==> src/rtl/dut3_vector_checker_settle_timer.sv <==
`default_nettype none
// ============================================================================
// Module      : dut3_vector_checker_settle_timer
// Description : Loadable down-counter with a zero flag. Load wins over
//               decrement; the count stops at zero.
// Ports       : clk, rst_n (async active-low), i_load, i_load_val,
//               i_dec (decrement enable), o_zero (count == 0)
// Revision    : 1.0 - initial release
// ============================================================================
module dut3_vector_checker_settle_timer #(
    parameter int CNT_W = 4
) (
    input  wire logic             clk,
    input  wire logic             rst_n,
    input  wire logic             i_load,
    input  wire logic [CNT_W-1:0] i_load_val,
    input  wire logic             i_dec,
    output logic                  o_zero
);

    logic [CNT_W-1:0] r_count;

    always_ff @(posedge clk or negedge rst_n) begin
        if (!rst_n) begin
            r_count <= '0;
        end else if (i_load) begin
            r_count <= i_load_val;
        end else if (i_dec && (r_count != '0)) begin
            r_count <= r_count - 1'b1;
        end
    end

    assign o_zero = (r_count == '0);

endmodule
`default_nettype wire

==> config.mk <==
export PLATFORM = sky130hd
export DESIGN_NAME = dut3_vector_checker_settle_timer
export DESIGN_NICKNAME = d
export VERILOG_FILES = /design/src/rtl/dut3_vector_checker_settle_timer.sv
export SDC_FILE = /design/constraint.sdc
export NUM_CORES = 1
export LEC_CHECK = 0
export CAP_MARGIN = 20
export CORE_AREA = 2 2 39 41
export CTS_BUF_LIST = sky130_fd_sc_hd__clkbuf_8 sky130_fd_sc_hd__clkbuf_16
export DETAILED_ROUTE_END_ITERATION = 16
export DIE_AREA = 0 0 41 43
export GPL_TIMING_DRIVEN = 0
export SETUP_SLACK_MARGIN = 0.15
export SLEW_MARGIN = 30
export SYNTH_ARGS = -nofsm -noshare
export SYNTH_HDL_FRONTEND = slang
export SYNTH_SLANG_ARGS = --single-unit
export TNS_END_PERCENT = 20
==> constraint.sdc <==
create_clock -name clk -period 3.1 [get_ports clk]
set_input_delay 0.31 -clock clk [delete_from_list [all_inputs] [get_ports clk]]
set_output_delay 0.31 -clock clk [all_outputs]
set_load 0.05 [all_outputs]
==> results of run 1 <==
## area by class of cell
class | instances | area share
multi-input cells | 19 | 0.3676
well taps | 16 | 0.04984
flip-flops and latches | 4 | 0.2492
repair buffers | 7 | 0.1745
inverters | 3 | 0.02804
clock buffers | 3 | 0.1028
plain buffers | 1 | 0.02804
## cell usage after synthesis, types with 2 or more instances
library cell  count  share of area
dfrtp_1           4           0.37
inv_1             3          0.042
nand2_1           3          0.042
nor3_1            2          0.037
o21ai_0           2          0.037
## power breakdown
group          internal [mW]  switching [mW]
registers             0.0591         0.00686
clock network         0.0825          0.0241
logic                 0.0235          0.0196
total                  0.165          0.0505
## metal layers
| layer | part of all wire | routed length [um] |
|---|---|---|
| met1 | 0.38 | 195 |
| met2 | 0.57 | 294 |
| met3 | 0.052 | 27 |
| met4 | 0 | 0 |
| met5 | 0 | 0 |
## worst register-to-register path: stages (launching register included)
cell      delay, ns
dfrtp_1        0.40
inv_1          0.06
ha_1           0.23
nor3b_2        0.19
or4_1          0.42
o211ai_2       0.09
## placed cells by master (no fill, tap or decap), drive strengths merged
cell and instances:
or4 1, o31a 1, clkdlybuf4s50 7, nor4b 1
buf 1, inv 3, or2b 1, ha 1
nor3 2, dfrtp 4, o21ai 2, and4b 1
o21a 1, a21oi 1, clkbuf 3, a221o 1
nand2 3, o211ai 1, nor3b 2
## how the worst max path moves through the flow
stage,from,endpoint,slack (ns),depth (start not counted)
after floorplan,r_count[0]$_DFFE_PN0P_,r_count[0]$_DFFE_PN0P_,1.25,5
final,r_count[0]$_DFFE_PN0P_,o_zero,0.72,4
after detailed placement,r_count[0]$_DFFE_PN0P_,o_zero,0.95,4
after global routing,r_count[0]$_DFFE_PN0P_,o_zero,0.65,4
after global placement,r_count[0]$_DFFE_PN0P_,o_zero,0.97,4
after CTS,r_count[0]$_DFFE_PN0P_,o_zero,0.71,4
## kinds of logic after synthesis
group,count (synthesis)
simple gates,11
compound gates,7
buf+inv,4
flops,4
fa+ha+maj,1
## stage by stage
stage | hold slack, ns | instances | instance area [sq um] | total power [mW]
floorplan | 0.01441 | 27 | 270.3 | 0.09366
global placement | 0.5250 | 50 | 360.3 | 0.1092
detailed placement | 0.5266 | 50 | 360.3 | 0.1106
CTS | 0.3005 | 53 | 401.6 | 0.2205
global route | 0.3018 | 53 | 401.6 | 0.2291
finish | 0.2957 | 53 | 401.6 | 0.2156
==> metrics, run 1 <==
Nets=48; Most used DFF post-synth=dfrtp_1; leakage power=0.1688 nW; final hold violation count=0; Total GRT Usage=0.07366; Largest regs=r_count (4); Largest Register=r_count; hpwl dp=426.2 um; CP Capture Type=output pin; number of remaining DRC errors=0; Synth Instances=27; Routed Antenna Nets=0; total congestion overflow=0; largest family of logic cells by synthesized area=simple AND/OR/NAND/NOR gates; FF-to-FF setup slack=1.63 ns; post-synthesis mux area share=0; Reg2Reg Depth=5; register area share after synthesis=0.3704; Buf/Inv on CP=2; largest net degree at the start of global routing=11; H-tree Lvls=1; First-pass DRT Iterations=1; simple-gate share of the synthesized area=0.3009; crit path time final=2.380 ns; gpl congestion=0.6741; CTS sink cnt=4; fill cell count=160; Synth cell types=18; Pins Over Slew Limit=0; Max IR drop VDD=0.2068 mV; Crit Path Class=reg -> out; clk_skew=0.00005307 ns; run status=completed; Mean Syn Cell Area=10.01 sq um; Die H=43 um; max_slew headroom=0.6711; Slew @ Worst Pin=0.4917 ns; Place WS=0.9475 ns; CTS Buffer Depth=2; row cnt=14; crit path max-delay cell type=clkdlybuf4s50_1; # IOs=9; CP arrival=2.07 ns; area share of fa/ha/maj cells after synthesis=0.04630; synthesized cell area=270.3 sq um; reg-to-reg endpoint=r_count[1]$_DFFE_PN0P_; setup TNS=0 ns; # Post-CTS Setup Buffers=0; Initial Util=0.1953; endpoints failing setup=0; Root Buffer=clkbuf_8; max-cap check violation count=0; Core Region=0.001384 sq mm; Synth Area in Compound Gates=0.1991; CTS tree=yes; PwrDens=536.9 mW/mm^2; area of the multi-input gates=147.6 sq um; Horiz. Die Dim=41 um; DR vias/cell=4.358; Post-synth EDFFs=0; vias in the first global route=216; via count=231; Worst-path clk slew=0.03 ns; DR WL/cell=9.755 um; initial DRC count=0; cts hold-fix bufs=0; post-synthesis xor/xnor area fraction=0; initial antenna violation count=0; worst setup margin=0.7199 ns; GR Layer Usage met1=0.06863; I/O Buffers=7; die area=0.001763 sq mm; Clock Latency Late Sink=0.21 ns; Largest register FFs=4; Core Util, Final=0.2902; CTS resizes=0; Ys Warns=0; Synth Register Bits=4; share of cells above drive strength 1=0.1892; RSZ-0062 raised after global routing=no; first-pass GRT wire length=814 um; HP Class=in -> async; Setup crit start kind=flop; FF+latch area=100.1 sq um; grt peak-use layer=met2; Final Cycle Share=0.7678; Slowest Stage Delay on Critical Path=0.87 ns; met2 Use GR=0.1156; crit-path max FO=5; CTS buffer count=3; WL final=517 um; met3 GRT Util=0.03141; Synth async-reset ratio=1.000; max frequency=0.4202 GHz; Area Growth Syn to Fin=48.61%; CP required=2.79 ns; CP cell instances=inv_1, ha_1, nor3b_2, clkdlybuf4s50_1; Diodes inserted=0; reg2reg start=r_count[0]$_DFFE_PN0P_; Syn Nets=36; Crit path max-delay family=buffers and inverters
No activity file was read; power rests on OpenSTA's default activity.
==> inputs of run 2 (changes only) <==
Clock period 3.1 ns to 2.19 ns, I/O delays scaled along.
==> metrics, run 2 (synthesis gave the netlist of run 1 again) <==
share of cells above drive strength 1=0.2162 (+0.02703); initial DRC count=0 (unchanged); Horiz. Die Dim=41 um (unchanged); CTS sink cnt=4 (unchanged); cts hold-fix bufs=0 (unchanged); max frequency=0.5680 GHz; Diodes inserted=0 (unchanged); first-pass GRT wire length=841 um (+3.3%); Clock Latency Late Sink=0.21 ns (about the same); run status=completed; number of remaining DRC errors=0 (unchanged); First-pass DRT Iterations=1 (unchanged); FF+latch area=100.1 sq um (unchanged); setup TNS=0 ns (unchanged); fill cell count=161 (+0.63%); reg2reg start=r_count[0]$_DFFE_PN0P_; Area Growth Syn to Fin=46.76%; commonest non-fill, non-tap cell in the layout=clkdlybuf4s50_1; # IOs=9 (unchanged); DR WL/cell=9.717 um (-0.39%); Largest Register=r_count; CTS tree=yes; crit path time final=1.761 ns; final hold violation count=0 (unchanged); Hold WS=0.2047 ns (-0.09100 ns); DR vias/cell=4.358 (unchanged); Final Cycle Share=0.8039; gpl congestion=0.6741 (unchanged); CP arrival=1.54 ns (-0.53 ns); # Post-CTS Setup Buffers=0 (unchanged); leakage power=0.1698 nW (+0.62%); max-cap check violation count=0 (unchanged); H-tree Lvls=1 (unchanged); WL final=515 um (-0.39%); HP Class=in -> async; total congestion overflow=0 (unchanged); Slew @ Worst Pin=0.2980 ns (-0.1937 ns); clk_skew=0.00005307 ns (unchanged); Core Region=0.001384 sq mm (unchanged); crit-path max FO=5 (unchanged); Setup crit start kind=flop; initial antenna violation count=0 (unchanged); area of the multi-input gates=147.6 sq um (unchanged); Largest regs=r_count (4); Reg2Reg Depth=5 (unchanged); CTS buffer count=3 (unchanged); Routed Antenna Nets=0 (unchanged); I/O Buffers=7 (unchanged); RSZ-0062 raised after global routing=no; PwrDens=765.4 mW/mm^2 (+43%); largest net degree at the start of global routing=11 (unchanged); Die H=43 um (unchanged); CTS Buffer Depth=2 (unchanged); max_slew headroom=0.8004 (+0.1293); Max IR drop VDD=0.2928 mV (+42%); vias in the first global route=217 (+0.46%); CP required=1.97 ns (-0.82 ns); row cnt=14 (unchanged); Pins Over Slew Limit=0 (unchanged); reg-to-reg endpoint=r_count[1]$_DFFE_PN0P_; CP Capture Type=output pin; Total GRT Usage=0.07568 (+0.002018); most frequent cells in the layout=clkdlybuf4s50_1, dfrtp_1, inv_1, nand2_1, clkbuf_8; Largest register FFs=4 (unchanged); FF-to-FF setup slack=0.72 ns (-0.91 ns); die area=0.001763 sq mm (unchanged); Initial Util=0.1953 (unchanged); Root Buffer=clkbuf_8; Nets=48 (unchanged); Crit Path Class=reg -> out; hpwl dp=426.2 um (unchanged); endpoints failing setup=0 (unchanged); Worst-path clk slew=0.03 ns (about the same); via count=231 (unchanged)
==> run 2: cell count changes in the layout (fill, tap and decap cells not counted), sizes merged <==
cell	previous run	this run
clkbuf	3	4
clkdlybuf4s50	7	6
==> run 2: through the flow <==
stage	worst slack [ns]	std cells	power, mW	util	instance area (sq um)
after floorplan	0.3423	27	0.1326	-	270.3
after global placement	0.1476	50	0.1545	0.2604	360.3
after detailed placement	0.1285	50	0.1565	0.2604	360.3
after CTS	0.1894	53	0.3109	0.2893	400.4
after global routing	0.3601	53	0.3226	0.2866	396.6
final	0.4294	53	0.3036	0.2866	396.6
==> run 2: repair_timing <==
action | 4_1_cts | 5_1_grt
endpoints found under the hold margin | 0 | 0
endpoints found under the setup margin | 1 | 1
gates resized for setup | 1 | 2
==> run 2: report_power, final <==
| part | internal (mW) | switching, mW |
|---|---|---|
| Combinational | 0.0317 | 0.0276 |
| Clock | 0.117 | 0.0341 |
| Sequential | 0.0836 | 0.00972 |
==> run 2: cell type report <==
type                    instances  share of cell area
well taps                      16             0.05047
clock buffers                   3              0.1041
multi-input cells              19              0.3722
plain buffers                   1             0.02839
repair buffers                  7              0.1640
flip-flops and latches          4              0.2524
inverters                       3             0.02839
==> run 2: worst max-delay path by stage <==
| stage | startpoint | end | slack, ns | depth (start not counted) |
|---|---|---|---|---|
| 6_report | r_count[0]$_DFFE_PN0P_ | o_zero | 0.43 | 4 |
| 4_1_cts | r_count[0]$_DFFE_PN0P_ | o_zero | 0.19 | 4 |
| 3_3_place_gp | r_count[0]$_DFFE_PN0P_ | o_zero | 0.15 | 4 |
| 2_1_floorplan | r_count[0]$_DFFE_PN0P_ | r_count[0]$_DFFE_PN0P_ | 0.34 | 5 |
| 3_5_place_dp | r_count[0]$_DFFE_PN0P_ | o_zero | 0.13 | 4 |
| 5_1_grt | r_count[0]$_DFFE_PN0P_ | o_zero | 0.36 | 4 |
==> run 2: layer usage <==
metal	global-route usage	part of all wire	wire length (um)
met1	0.07190	0.37	192
met3	0.03141	0.052	27
met4	0.06000	0	0
met5	0	0	0
met2	0.1188	0.57	295
==> run 2: critical path, cell delays in order (launching register included) <==
cell and delay [ns]:
dfrtp_1 0.41, inv_1 0.07, ha_1 0.20, nor3b_2 0.31, clkbuf_2 0.34
